==> config.mk <==
export PLATFORM = sky130hd
export DESIGN_NAME = regular_pa_dsa_xocc_agent_flat
export DESIGN_NICKNAME = d
export VERILOG_FILES = /design/src/rtl/regular_pa_dsa_xocc_agent_pkg.sv /design/src/rtl/regular_pa_dsa_xocc_agent_if.sv /design/src/rtl/regular_pa_dsa_xocc_agent_to_cnt.sv /design/src/rtl/regular_pa_dsa_xocc_agent.sv /design/src/flat_wrapper.sv
export SDC_FILE = /design/constraint.sdc
export NUM_CORES = 1
export LEC_CHECK = 0
export ABC_AREA = 1
export BUFFER_PORTS_ARGS = -buffer_cell sky130_fd_sc_hd__clkbuf_2
export CORE_MARGIN = 2
export CORE_UTILIZATION = 48
export CTS_CLUSTER_SIZE = 16
export DETAILED_ROUTE_END_ITERATION = 7
export GPL_ROUTABILITY_DRIVEN = 0
export PLACE_DENSITY = 0.9
export SLEW_MARGIN = 20
export SYNTH_ARGS = -nofsm -noshare
export SYNTH_HDL_FRONTEND = slang
export SYNTH_SLANG_ARGS = --single-unit
==> constraint.sdc <==
create_clock -name forever_cpuclk -period 1.7 [get_ports forever_cpuclk]
set_clock_uncertainty 0.15 [all_clocks]
set_input_delay 0.425 -clock forever_cpuclk [delete_from_list [all_inputs] [get_ports forever_cpuclk]]
set_output_delay 0.425 -clock forever_cpuclk [all_outputs]
set_load 0.01 [all_outputs]
==> src/rtl/regular_pa_dsa_xocc_agent_pkg.sv <==
// ---------------------------------------------------------------------------
// regular_pa_xocc_pkg
// Shared definitions for the DSA-side XOCC agent: FSM state encoding,
// command field layout and the default timeout response word.
// ---------------------------------------------------------------------------
package regular_pa_xocc_pkg;

    typedef enum logic [1:0] {
        IDLE  = 2'd0,
        ISSUE = 2'd1,
        WAIT  = 2'd2,
        RESP  = 2'd3
    } xocc_state_t;

    // Command entry layout (bit offsets into the command word)
    localparam int unsigned OP_LSB  = 0;
    localparam int unsigned TAG_LSB = 8;
    localparam int unsigned OPA_LSB = 32;
    localparam int unsigned OPB_LSB = 64;

    localparam int unsigned OP_W   = 8;
    localparam int unsigned TAG_W  = 8;
    localparam int unsigned OPND_W = 32;

    localparam logic [31:0] TO_RSP_WORD_DEF = 32'hFFFF_FFFF;

    // Counter width able to hold 0 .. cycles-1
    function automatic int unsigned to_cnt_width(input int unsigned cycles);
        return (cycles <= 2) ? 1 : $clog2(cycles);
    endfunction

endpackage

==> src/rtl/regular_pa_dsa_xocc_agent_if.sv <==
// ---------------------------------------------------------------------------
// regular_pa_dsa_xocc_agent_if
// Agent <-> DSA compute engine channel.
//   request : eng_req_vld / eng_req_rdy handshake carrying op, tag, opa, opb
//   result  : eng_rsp_vld single-cycle strobe with eng_rsp_data
// Modports: master = agent side, slave = engine side.
// ---------------------------------------------------------------------------
interface regular_pa_dsa_xocc_agent_if;
    import regular_pa_xocc_pkg::*;

    logic              eng_req_vld;
    logic              eng_req_rdy;
    logic [OP_W-1:0]   eng_req_op;
    logic [TAG_W-1:0]  eng_req_tag;
    logic [OPND_W-1:0] eng_req_opa;
    logic [OPND_W-1:0] eng_req_opb;
    logic              eng_rsp_vld;
    logic [31:0]       eng_rsp_data;

    modport master (
        output eng_req_vld, eng_req_op, eng_req_tag, eng_req_opa, eng_req_opb,
        input  eng_req_rdy, eng_rsp_vld, eng_rsp_data
    );

    modport slave (
        input  eng_req_vld, eng_req_op, eng_req_tag, eng_req_opa, eng_req_opb,
        output eng_req_rdy, eng_rsp_vld, eng_rsp_data
    );

endinterface

==> src/rtl/regular_pa_dsa_xocc_agent_to_cnt.sv <==
// ---------------------------------------------------------------------------
// regular_pa_xocc_to_cnt
// Loadable up-counter used as the engine-response timeout.
//   forever_cpuclk, cpurst_b : clock, async active-low reset
//   clr      : synchronous clear (highest priority)
//   load     : load load_val
//   en       : increment
//   cnt      : current count
//   tc       : terminal count, cnt == TC_VALUE
// ---------------------------------------------------------------------------
module regular_pa_xocc_to_cnt #(
    parameter int unsigned WIDTH    = 10,
    parameter int unsigned TC_VALUE = 1023
) (
    input  logic             forever_cpuclk,
    input  logic             cpurst_b,
    input  logic             clr,
    input  logic             en,
    input  logic             load,
    input  logic [WIDTH-1:0] load_val,
    output logic [WIDTH-1:0] cnt,
    output logic             tc
);

    localparam logic [WIDTH-1:0] TC_V = WIDTH'(TC_VALUE);

    always_ff @(posedge forever_cpuclk or negedge cpurst_b) begin
        if (!cpurst_b) begin
            cnt <= '0;
        end else if (clr) begin
            cnt <= '0;
        end else if (load) begin
            cnt <= load_val;
        end else if (en) begin
            cnt <= cnt + 1'b1;
        end
    end

    assign tc = (cnt == TC_V);

endmodule

==> src/rtl/regular_pa_dsa_xocc_agent.sv <==
// ---------------------------------------------------------------------------
// regular_pa_dsa_xocc_agent
// DSA-side endpoint of one XOCC command/response queue pair. Pops a command
// from the FWFT command FIFO, issues it to the compute engine, waits for the
// result (or times out) and pushes one response word.
// Ports:
//   forever_cpuclk, cpurst_b : clock, async active-low reset
//   dsa_cmd_buffer, empty_cmd, rd_en_cmd : command FIFO head / empty / pop
//   dsa_rsp_buffer, full_rsp, wr_en_rsp  : response data / full / push
//   eng                     : engine request/result channel (master)
//   agent_busy              : state != IDLE (registered)
//   err_timeout             : sticky, set when the engine timed out
//   cmd_done_cnt            : completed command count, wraps
// ---------------------------------------------------------------------------
module regular_pa_dsa_xocc_agent
    import regular_pa_xocc_pkg::*;
#(
    parameter int unsigned          CMD_WIDTH      = 96,
    parameter int unsigned          RSP_WIDTH      = 32,
    parameter int unsigned          TIMEOUT_CYCLES = 1024,
    parameter logic [RSP_WIDTH-1:0] TO_RSP_WORD    = TO_RSP_WORD_DEF
) (
    input  logic                        forever_cpuclk,
    input  logic                        cpurst_b,
    input  logic [CMD_WIDTH-1:0]        dsa_cmd_buffer,
    input  logic                        empty_cmd,
    output logic                        rd_en_cmd,
    output logic [RSP_WIDTH-1:0]        dsa_rsp_buffer,
    input  logic                        full_rsp,
    output logic                        wr_en_rsp,
    regular_pa_dsa_xocc_agent_if.master eng,
    output logic                        agent_busy,
    output logic                        err_timeout,
    output logic [15:0]                 cmd_done_cnt
);

    localparam int unsigned TO_W = to_cnt_width(TIMEOUT_CYCLES);

    xocc_state_t     state;
    xocc_state_t     state_nxt;
    logic            to_clr;
    logic            to_en;
    logic            to_tc;
    logic [TO_W-1:0] to_cnt;

    // Bits of the command word outside the decoded fields are don't-care
    logic unused_cmd_bits;
    assign unused_cmd_bits = ^dsa_cmd_buffer;

    regular_pa_xocc_to_cnt #(
        .WIDTH    (TO_W),
        .TC_VALUE (TIMEOUT_CYCLES - 1)
    ) u_to_cnt (
        .forever_cpuclk (forever_cpuclk),
        .cpurst_b       (cpurst_b),
        .clr            (to_clr),
        .en             (to_en),
        .load           (1'b0),
        .load_val       ('0),
        .cnt            (to_cnt),
        .tc             (to_tc)
    );

    always_ff @(posedge forever_cpuclk or negedge cpurst_b) begin
        if (!cpurst_b) begin
            state <= IDLE;
        end else begin
            state <= state_nxt;
        end
    end

    always_comb begin
        state_nxt = state;
        rd_en_cmd = 1'b0;
        wr_en_rsp = 1'b0;
        to_clr    = 1'b0;
        to_en     = 1'b0;
        case (state)
            IDLE: begin
                // Gated by reset so the FIFO is never popped while the
                // command register cannot capture the head entry.
                if (!empty_cmd && cpurst_b) begin
                    rd_en_cmd = 1'b1;
                    state_nxt = ISSUE;
                end
            end
            ISSUE: begin
                if (eng.eng_req_rdy) begin
                    to_clr    = 1'b1;
                    state_nxt = WAIT;
                end
            end
            WAIT: begin
                to_en = 1'b1;
                if (eng.eng_rsp_vld || to_tc) begin
                    state_nxt = RESP;
                end
            end
            RESP: begin
                if (!full_rsp) begin
                    wr_en_rsp = 1'b1;
                    state_nxt = IDLE;
                end
            end
            default: state_nxt = IDLE;
        endcase
    end

    // The engine request fields double as the latched command register.
    always_ff @(posedge forever_cpuclk or negedge cpurst_b) begin
        if (!cpurst_b) begin
            eng.eng_req_vld <= 1'b0;
            eng.eng_req_op  <= '0;
            eng.eng_req_tag <= '0;
            eng.eng_req_opa <= '0;
            eng.eng_req_opb <= '0;
            dsa_rsp_buffer  <= '0;
            err_timeout     <= 1'b0;
            cmd_done_cnt    <= '0;
            agent_busy      <= 1'b0;
        end else begin
            case (state)
                IDLE: begin
                    if (rd_en_cmd) begin
                        eng.eng_req_vld <= 1'b1;
                        eng.eng_req_op  <= dsa_cmd_buffer[OP_LSB  +: OP_W];
                        eng.eng_req_tag <= dsa_cmd_buffer[TAG_LSB +: TAG_W];
                        eng.eng_req_opa <= dsa_cmd_buffer[OPA_LSB +: OPND_W];
                        eng.eng_req_opb <= dsa_cmd_buffer[OPB_LSB +: OPND_W];
                    end
                end
                ISSUE: begin
                    if (eng.eng_req_rdy) begin
                        eng.eng_req_vld <= 1'b0;
                    end
                end
                WAIT: begin
                    // Engine result takes priority over a coincident timeout
                    if (eng.eng_rsp_vld) begin
                        dsa_rsp_buffer <= eng.eng_rsp_data;
                    end else if (to_tc) begin
                        dsa_rsp_buffer <= TO_RSP_WORD;
                        err_timeout    <= 1'b1;
                    end
                end
                RESP: begin
                    if (wr_en_rsp) begin
                        cmd_done_cnt <= cmd_done_cnt + 16'd1;
                    end
                end
                default: ;
            endcase
            // Decoding the next state keeps agent_busy aligned with state
            agent_busy <= (state_nxt != IDLE);
        end
    end

endmodule

==> src/flat_wrapper.sv <==
// flat-port wrapper written by rule: the top's interface ports become plain ports
module regular_pa_dsa_xocc_agent_flat import regular_pa_xocc_pkg::*;
#(
    parameter int unsigned          CMD_WIDTH      = 96,
    parameter int unsigned          RSP_WIDTH      = 32,
    parameter int unsigned          TIMEOUT_CYCLES = 1024,
    parameter logic [RSP_WIDTH-1:0] TO_RSP_WORD    = TO_RSP_WORD_DEF
)
  (forever_cpuclk, cpurst_b, dsa_cmd_buffer, empty_cmd, rd_en_cmd, dsa_rsp_buffer, full_rsp, wr_en_rsp, agent_busy, err_timeout, cmd_done_cnt, eng_eng_req_vld, eng_eng_req_op, eng_eng_req_tag, eng_eng_req_opa, eng_eng_req_opb, eng_eng_req_rdy, eng_eng_rsp_vld, eng_eng_rsp_data);
  regular_pa_dsa_xocc_agent_if eng_i ();
  input  logic forever_cpuclk;
  input  logic cpurst_b;
  input  logic [CMD_WIDTH-1:0] dsa_cmd_buffer;
  input  logic empty_cmd;
  output logic rd_en_cmd;
  output logic [RSP_WIDTH-1:0] dsa_rsp_buffer;
  input  logic full_rsp;
  output logic wr_en_rsp;
  output logic agent_busy;
  output logic err_timeout;
  output logic [15:0] cmd_done_cnt;
  output wire logic [$bits(eng_i.eng_req_vld)-1:0] eng_eng_req_vld;
  output wire logic [$bits(eng_i.eng_req_op)-1:0] eng_eng_req_op;
  output wire logic [$bits(eng_i.eng_req_tag)-1:0] eng_eng_req_tag;
  output wire logic [$bits(eng_i.eng_req_opa)-1:0] eng_eng_req_opa;
  output wire logic [$bits(eng_i.eng_req_opb)-1:0] eng_eng_req_opb;
  input wire logic [$bits(eng_i.eng_req_rdy)-1:0] eng_eng_req_rdy;
  input wire logic [$bits(eng_i.eng_rsp_vld)-1:0] eng_eng_rsp_vld;
  input wire logic [$bits(eng_i.eng_rsp_data)-1:0] eng_eng_rsp_data;
  assign eng_eng_req_vld = eng_i.eng_req_vld;
  assign eng_eng_req_op = eng_i.eng_req_op;
  assign eng_eng_req_tag = eng_i.eng_req_tag;
  assign eng_eng_req_opa = eng_i.eng_req_opa;
  assign eng_eng_req_opb = eng_i.eng_req_opb;
  assign eng_i.eng_req_rdy = eng_eng_req_rdy;
  assign eng_i.eng_rsp_vld = eng_eng_rsp_vld;
  assign eng_i.eng_rsp_data = eng_eng_rsp_data;
  regular_pa_dsa_xocc_agent #(.CMD_WIDTH(CMD_WIDTH), .RSP_WIDTH(RSP_WIDTH), .TIMEOUT_CYCLES(TIMEOUT_CYCLES), .TO_RSP_WORD(TO_RSP_WORD)) u_core (.forever_cpuclk(forever_cpuclk), .cpurst_b(cpurst_b), .dsa_cmd_buffer(dsa_cmd_buffer), .empty_cmd(empty_cmd), .rd_en_cmd(rd_en_cmd), .dsa_rsp_buffer(dsa_rsp_buffer), .full_rsp(full_rsp), .wr_en_rsp(wr_en_rsp), .eng(eng_i), .agent_busy(agent_busy), .err_timeout(err_timeout), .cmd_done_cnt(cmd_done_cnt));
endmodule
# After elaboration in Yosys (flattened, before gate mapping)
# Cells that the tools add are included.
dict set report classes {
  n_lt_le_gt_ge 0
  n_mux 19
  div_mod_pow 0
  n_mul 0
  shifts 0
  add_sub_neg 2
  eq_ne 6
  reduce_logical 13
  bitwise 1
}
# cell count
set ops {}
lappend ops {{two-way mux 32 bit} 2}
lappend ops {{two-way mux 10 bit} 2}
lappend ops {{adder 16 x 1 -> 16 bit (second input constant)} 1}
lappend ops {{adder 10 x 1 -> 10 bit (second input constant)} 1}
lappend ops {{equality test 10 bit (second input constant)} 1}
lappend ops {{two-way mux 1 bit} 9}
lappend ops {{two-way mux 2 bit} 4}
lappend ops {{case mux 2 bit (4 select lines)} 1}
lappend ops {{nonzero test 2 bit} 4}
lappend ops {{AND reduction 2 bit} 3}
lappend ops {{AND reduction 3 bit} 2}
lappend ops {{equality test 2 bit (second input constant)} 2}
lappend ops {{!= test 2 bit (second input constant)} 2}
lappend ops {{equality test 2 x 1 -> 1 bit (second input constant)} 1}
lappend ops {{zero test 2 bit} 1}
lappend ops {{case mux 1 bit (2 select lines)} 1}
lappend ops {{logical AND 1 bit} 1}
lappend ops {{zero test 1 bit} 1}
lappend ops {{logical OR 1 bit} 1}
lappend ops {{inverter 1 bit} 1}
dict set report totals {
  rom_bits 0
  out_inout_bits 133
  elab_cells 52
  mem_bits_rw 0
  mem_count 0
  latch_bits 0
  regBits 143
  inputBits 134
}

# Depth between registers and ports, before layout
dict set report depth {
  word_depth 6
  ltp_mapped 9
}

# Modules after synthesis
# From an unflattened synthesis, not the netlist that was laid out.
dict set report hier_totals {
  cells_unflattened 720
  hier_area_um2 6003.3
}
# mod seq_area_each_um2 area_per_inst_um2 instances cells_each
set by_module_without_submodules {}
lappend by_module_without_submodules {regular_pa_dsa_xocc_agent 3328.2 5305.1 1 614}
lappend by_module_without_submodules {regular_pa_xocc_to_cnt 250.2 698.2 1 106}

# Least setup slack after synthesis
# Ideal clock, no wire load.
dict set report synth_timing {
  kind {register to register}
  startpoint {register u_core.cmd_done_cnt[0]}
  endpoint {register u_core.cmd_done_cnt[8]}
  path_slack_ns 0.168
  arrival_time_ns 1.265
  path_stages_with_launch 9
  t_required_ns 1.433
  cell_sequence {dfrtp_1 -> ha_1 -> inv_1 -> nor2_1 -> nand2_1 -> nor2_2 -> nand3_1 -> nand2_1 -> nand2_1}
}
dict set report synth_between {
  elab_chain_cells 1
}
# element line_no
set synth_rtl {}
lappend synth_rtl {{from (decl)} regular_pa_dsa_xocc_agent.sv:34} ;# output logic [15:0] cmd_done_cnt
lappend synth_rtl {{from (signal assigned)} regular_pa_dsa_xocc_agent.sv:148} ;# cmd_done_cnt <= cmd_done_cnt + 16'd1;
lappend synth_rtl {{adder 16 x 1 -> 16 bit} regular_pa_dsa_xocc_agent.sv:148}
# Every way passes these cells.
# A chain may end at the register's enable or synchronous reset.

# Worst setup path in the final report
dict set report layout_timing {
  startpoint {register u_core.state[0]}
  endpoint {output port rd_en_cmd}
}
dict set report layout_between {
  elab_chain_cells 2
}
# element line_no
set layout_rtl {}
lappend layout_rtl {{from (decl)} regular_pa_dsa_xocc_agent.sv:39} ;# xocc_state_t state;
lappend layout_rtl {{from (signal assigned)} regular_pa_dsa_xocc_agent.sv:68} ;# state <= state_nxt;
lappend layout_rtl {{zero test 2 bit} regular_pa_dsa_xocc_agent.sv:78} ;# case (state)
lappend layout_rtl {{two-way mux 1 bit} regular_pa_dsa_xocc_agent.sv:78}
lappend layout_rtl {{to (decl)} flat_wrapper.sv:15} ;# output logic rd_en_cmd;
# Every way passes these cells.

==> impl_metrics.toml <==
[timing]
timing.final.ws_setup_ps = -57.9
drv_slew = 0
fin_crit_ps = 1760
slew_headroom = 0.475
worst_pin_slew_ps = 788
rsz0062_at_grt = "true"
finalSetupTns_ps = -57.9
setup_violations = 1
hold_viol = 0
fmax_ghz = 0.569
period_share = 1.03

[yosys]
synth.ff_latch_count = 143
syn_inst = 748
yosysTopAreaCell = "dfrtp_1"
synthArstFlopShare = 1.00
synth_ff_type = "dfrtp_1"
synth.avg_cell_area_um2 = 8.31
synth_nets = 884
ys_types = 26
yosysTopAreaCellShare = 0.576
syn-cell-area_mm2 = 0.00621
ys_top_cells_by_area = "dfrtp_1 (58%), nand2_1 (23%), nand3_1 (3.6%)"
synth_edf_count = 0
yosysWarnings = 0
yosysSeqAreaShare = 0.576

[pwr]
internal_power_uw = 9770
seqPwrFrac = 0.383
power_uw = 15300
power_switching_uw = 5490
p_per_area_mw_per_mm2 = 1770
pwr-share-comb = 0.359
ir_worst_vdd_uv = 1030
power.share.clock = 0.258
power.leakage_uw = 0.00492
switching_share = 0.360

[worst_setup_path]
critPathArrivalTime_ps = 1180
worstSetupPathType = "reg2out"
worstPathCellList = "inv_2, nand3_4, inv_4, buf_6"
max_stage_delay_ps = 430
critPathSlowestCell = "dfrtp_2"
endpoint_kind = "output pin"
required_ps = 1120
worstPathMaxFanout = 3
crit_path_start_kind = "register"

[floorplan]
core_mm2 = 0.0126
die_h_um = 118
io_pins = 267
num_rows = 41
die-area_mm2 = 0.0139
die_w_um = 118
initial_core_util = 0.492

[clock_network]
h-tree-depth = 4
cts_buffer_depth = 2
cts_buffers = 17
clock_latency_ps = 410
path_clk_slew_ps = 60
clock-sinks = 143
cts_tree = "yes"
clockRootBuffer = "clkbuf_16"

[layout]
final_util = 0.683
area_growth_pct = 38.7
num-fill-cells = 996
n_antenna_cell = 0
drive_gt1_frac = 0.356
fin_nets = 1161

[grt]
grt_pass1_wl_um = 26400
grt_util_all_layers = 0.236
grt_max_degree = 83
grt_pass1_vias = 5537
grt-ovfl-total = 0
grt_antenna_before_repair = 0

[routing]
wl_per_cell_um = 13.4
detail-route-antenna-nets = 0
vias = 5755
drtPass1Iterations = 4
drtIter0Drc = 402
wl_um = 16200
drc = 0
via_per_inst = 4.76

[placed_design]
io_buffers = 250
dpl_worst_slack_ps = -46.4
hpwl_um = 11500

[job]
cap_violations = 0

[worst_hold_path]
hold_path_class = "in2reg"

[status]
status = "complete, but fails checks"
violations = "negative setup slack"
## worst max-delay path: cells and delay by family, from the launching register on
family,cells,cell delay (ps)
flip-flops,1,430
buffers and inverters,3,270
AND/OR/NAND/NOR,1,80
## per-layer routing
metal	vias up	global-route usage	wire [um]	share of wire
li1	2851	-	-	-
met3	21	0.0601	995	0.061
met5	-	0	0	0
met2	223	0.408	8340	0.51
met4	0	0.0776	242	0.015
met1	2660	0.290	6660	0.41
## power by group through the flow
stage,Clock [uW],Sequential (uW),Combinational (uW)
floorplan,0,6440,2140
global placement,0,5810,5020
detailed placement,0,5850,5240
CTS,3990,5840,5350
global route,4180,6040,6090
finish,3940,5840,5480
## flip-flops by register name, indices dropped and copies added (netlist names)
name and flops:
u_core.agent_busy 1, u_core.state 2, u_core.eng.eng_req_opa 32, u_core.eng.eng_req_tag 8, u_core.eng.eng_req_op 8, u_core.u_to_cnt.cnt 10, u_core.eng.eng_req_vld 1, u_core.dsa_rsp_buffer 32
u_core.eng.eng_req_opb 32, u_core.cmd_done_cnt 16, u_core.err_timeout 1
## metrics by stage
| stage | instances | hold WS (ps) | area (um2) |
|---|---|---|---|
| floorplan | 748 | -20.6 | 6210 |
| global placement | 1163 | 304 | 7780 |
| detailed placement | 1163 | 312 | 7780 |
| CTS | 1201 | 32.8 | 8480 |
| global route | 1210 | 44.4 | 8620 |
| finish | 1210 | 53.5 | 8620 |
## placed cells by master, fill, tap and decap left out, types with 2 or more instances in the layout
| cell type | instances |
|---|---|
| nand4_1 | 9 |
| buf_6 | 4 |
| nand3_1 | 44 |
| clkbuf_16 | 18 |
| dfrtp_1 | 141 |
| nand2_1 | 383 |
| dfrtp_2 | 2 |
| xnor2_1 | 2 |
| bufinv_16 | 4 |
| clkinv_2 | 3 |
| clkbuf_8 | 3 |
| nand2_2 | 2 |
| nor2_1 | 23 |
| buf_12 | 9 |
| o21ai_0 | 14 |
| buf_4 | 27 |
| clkbuf_2 | 247 |
| inv_2 | 4 |
| xor2_1 | 5 |
| inv_1 | 36 |
| a21oi_1 | 2 |
| or2_2 | 32 |
| clkbuf_1 | 2 |
| nor2_4 | 4 |
| nor3_1 | 3 |
| clkinvlp_4 | 2 |
## kinds of logic (layout without fill, tap and decap cells)
logic type	Yosys count	after routing	synth area share
buffers and inverters	72	362	0.0548
flip-flops	143	143	0.576
AND/OR/NAND/NOR	506	506	0.341
AO/OA/AOI/OAI	18	18	0.0149
XOR/XNOR	7	7	0.00987
adder cells (fa/ha/maj)	2	2	0.00403
## timing repair
action | CTS | global route
buffers inserted | 5 | 8
pin swaps | 2 | 4
setup endpoints to repair | 26 | 32
cloned | 0 | 1
gates resized for setup | 5 | 9
hold buffers | 1 | 0
endpoints found under the hold margin | 82 | 0
## final cells by class
cell class | count | area [um2] | share of cell area
inverter | 41 | 156 | 0.0182
clock buffer | 22 | 474 | 0.0550
sequential | 143 | 3580 | 0.416
tap | 172 | 215 | 0.0250
multi-input combinational | 533 | 2330 | 0.271
clock inverter | 10 | 159 | 0.0184
timing repair buffer | 289 | 1700 | 0.197
## Yosys cell counts (2+ instances only)
master and n:
dfrtp_1 143, o21ai_0 14, buf_2 5, nand3_1 45
clkbuf_1 12, nor2_4 3, nor2_2 2, inv_2 4
inv_1 37, nand2_2 2, a21oi_1 2, xor2_1 5
ha_1 2, nor2_1 23, nor3_1 3, nand4_1 9
buf_6 3, xnor2_1 2, nand2_1 384, buf_4 11
or2_2 32
## path summary, 6_finish.rpt
check,start,end,slack (ps),cells after the start
setup / recovery,u_core.state[0]$_DFF_PN0_,rd_en_cmd,-60,4
hold / removal,dsa_cmd_buffer[69],u_core.eng.eng_req_opb[5]$_DFFE_PN0P_,50,3
setup reg to reg,u_core.u_to_cnt.cnt[1]$_DFFE_PN0P_,u_core.dsa_rsp_buffer[10]$_DFFE_PN0P_,60,9
hold reg to reg,u_core.dsa_rsp_buffer[15]$_DFFE_PN0P_,u_core.dsa_rsp_buffer[15]$_DFFE_PN0P_,320,2
max in group asynchronous,cpurst_b,u_core.state[0]$_DFF_PN0_,170,4
min in group asynchronous,cpurst_b,u_core.cmd_done_cnt[13]$_DFFE_PN0P_,510,4
Power figures use the tool's default switching activity.
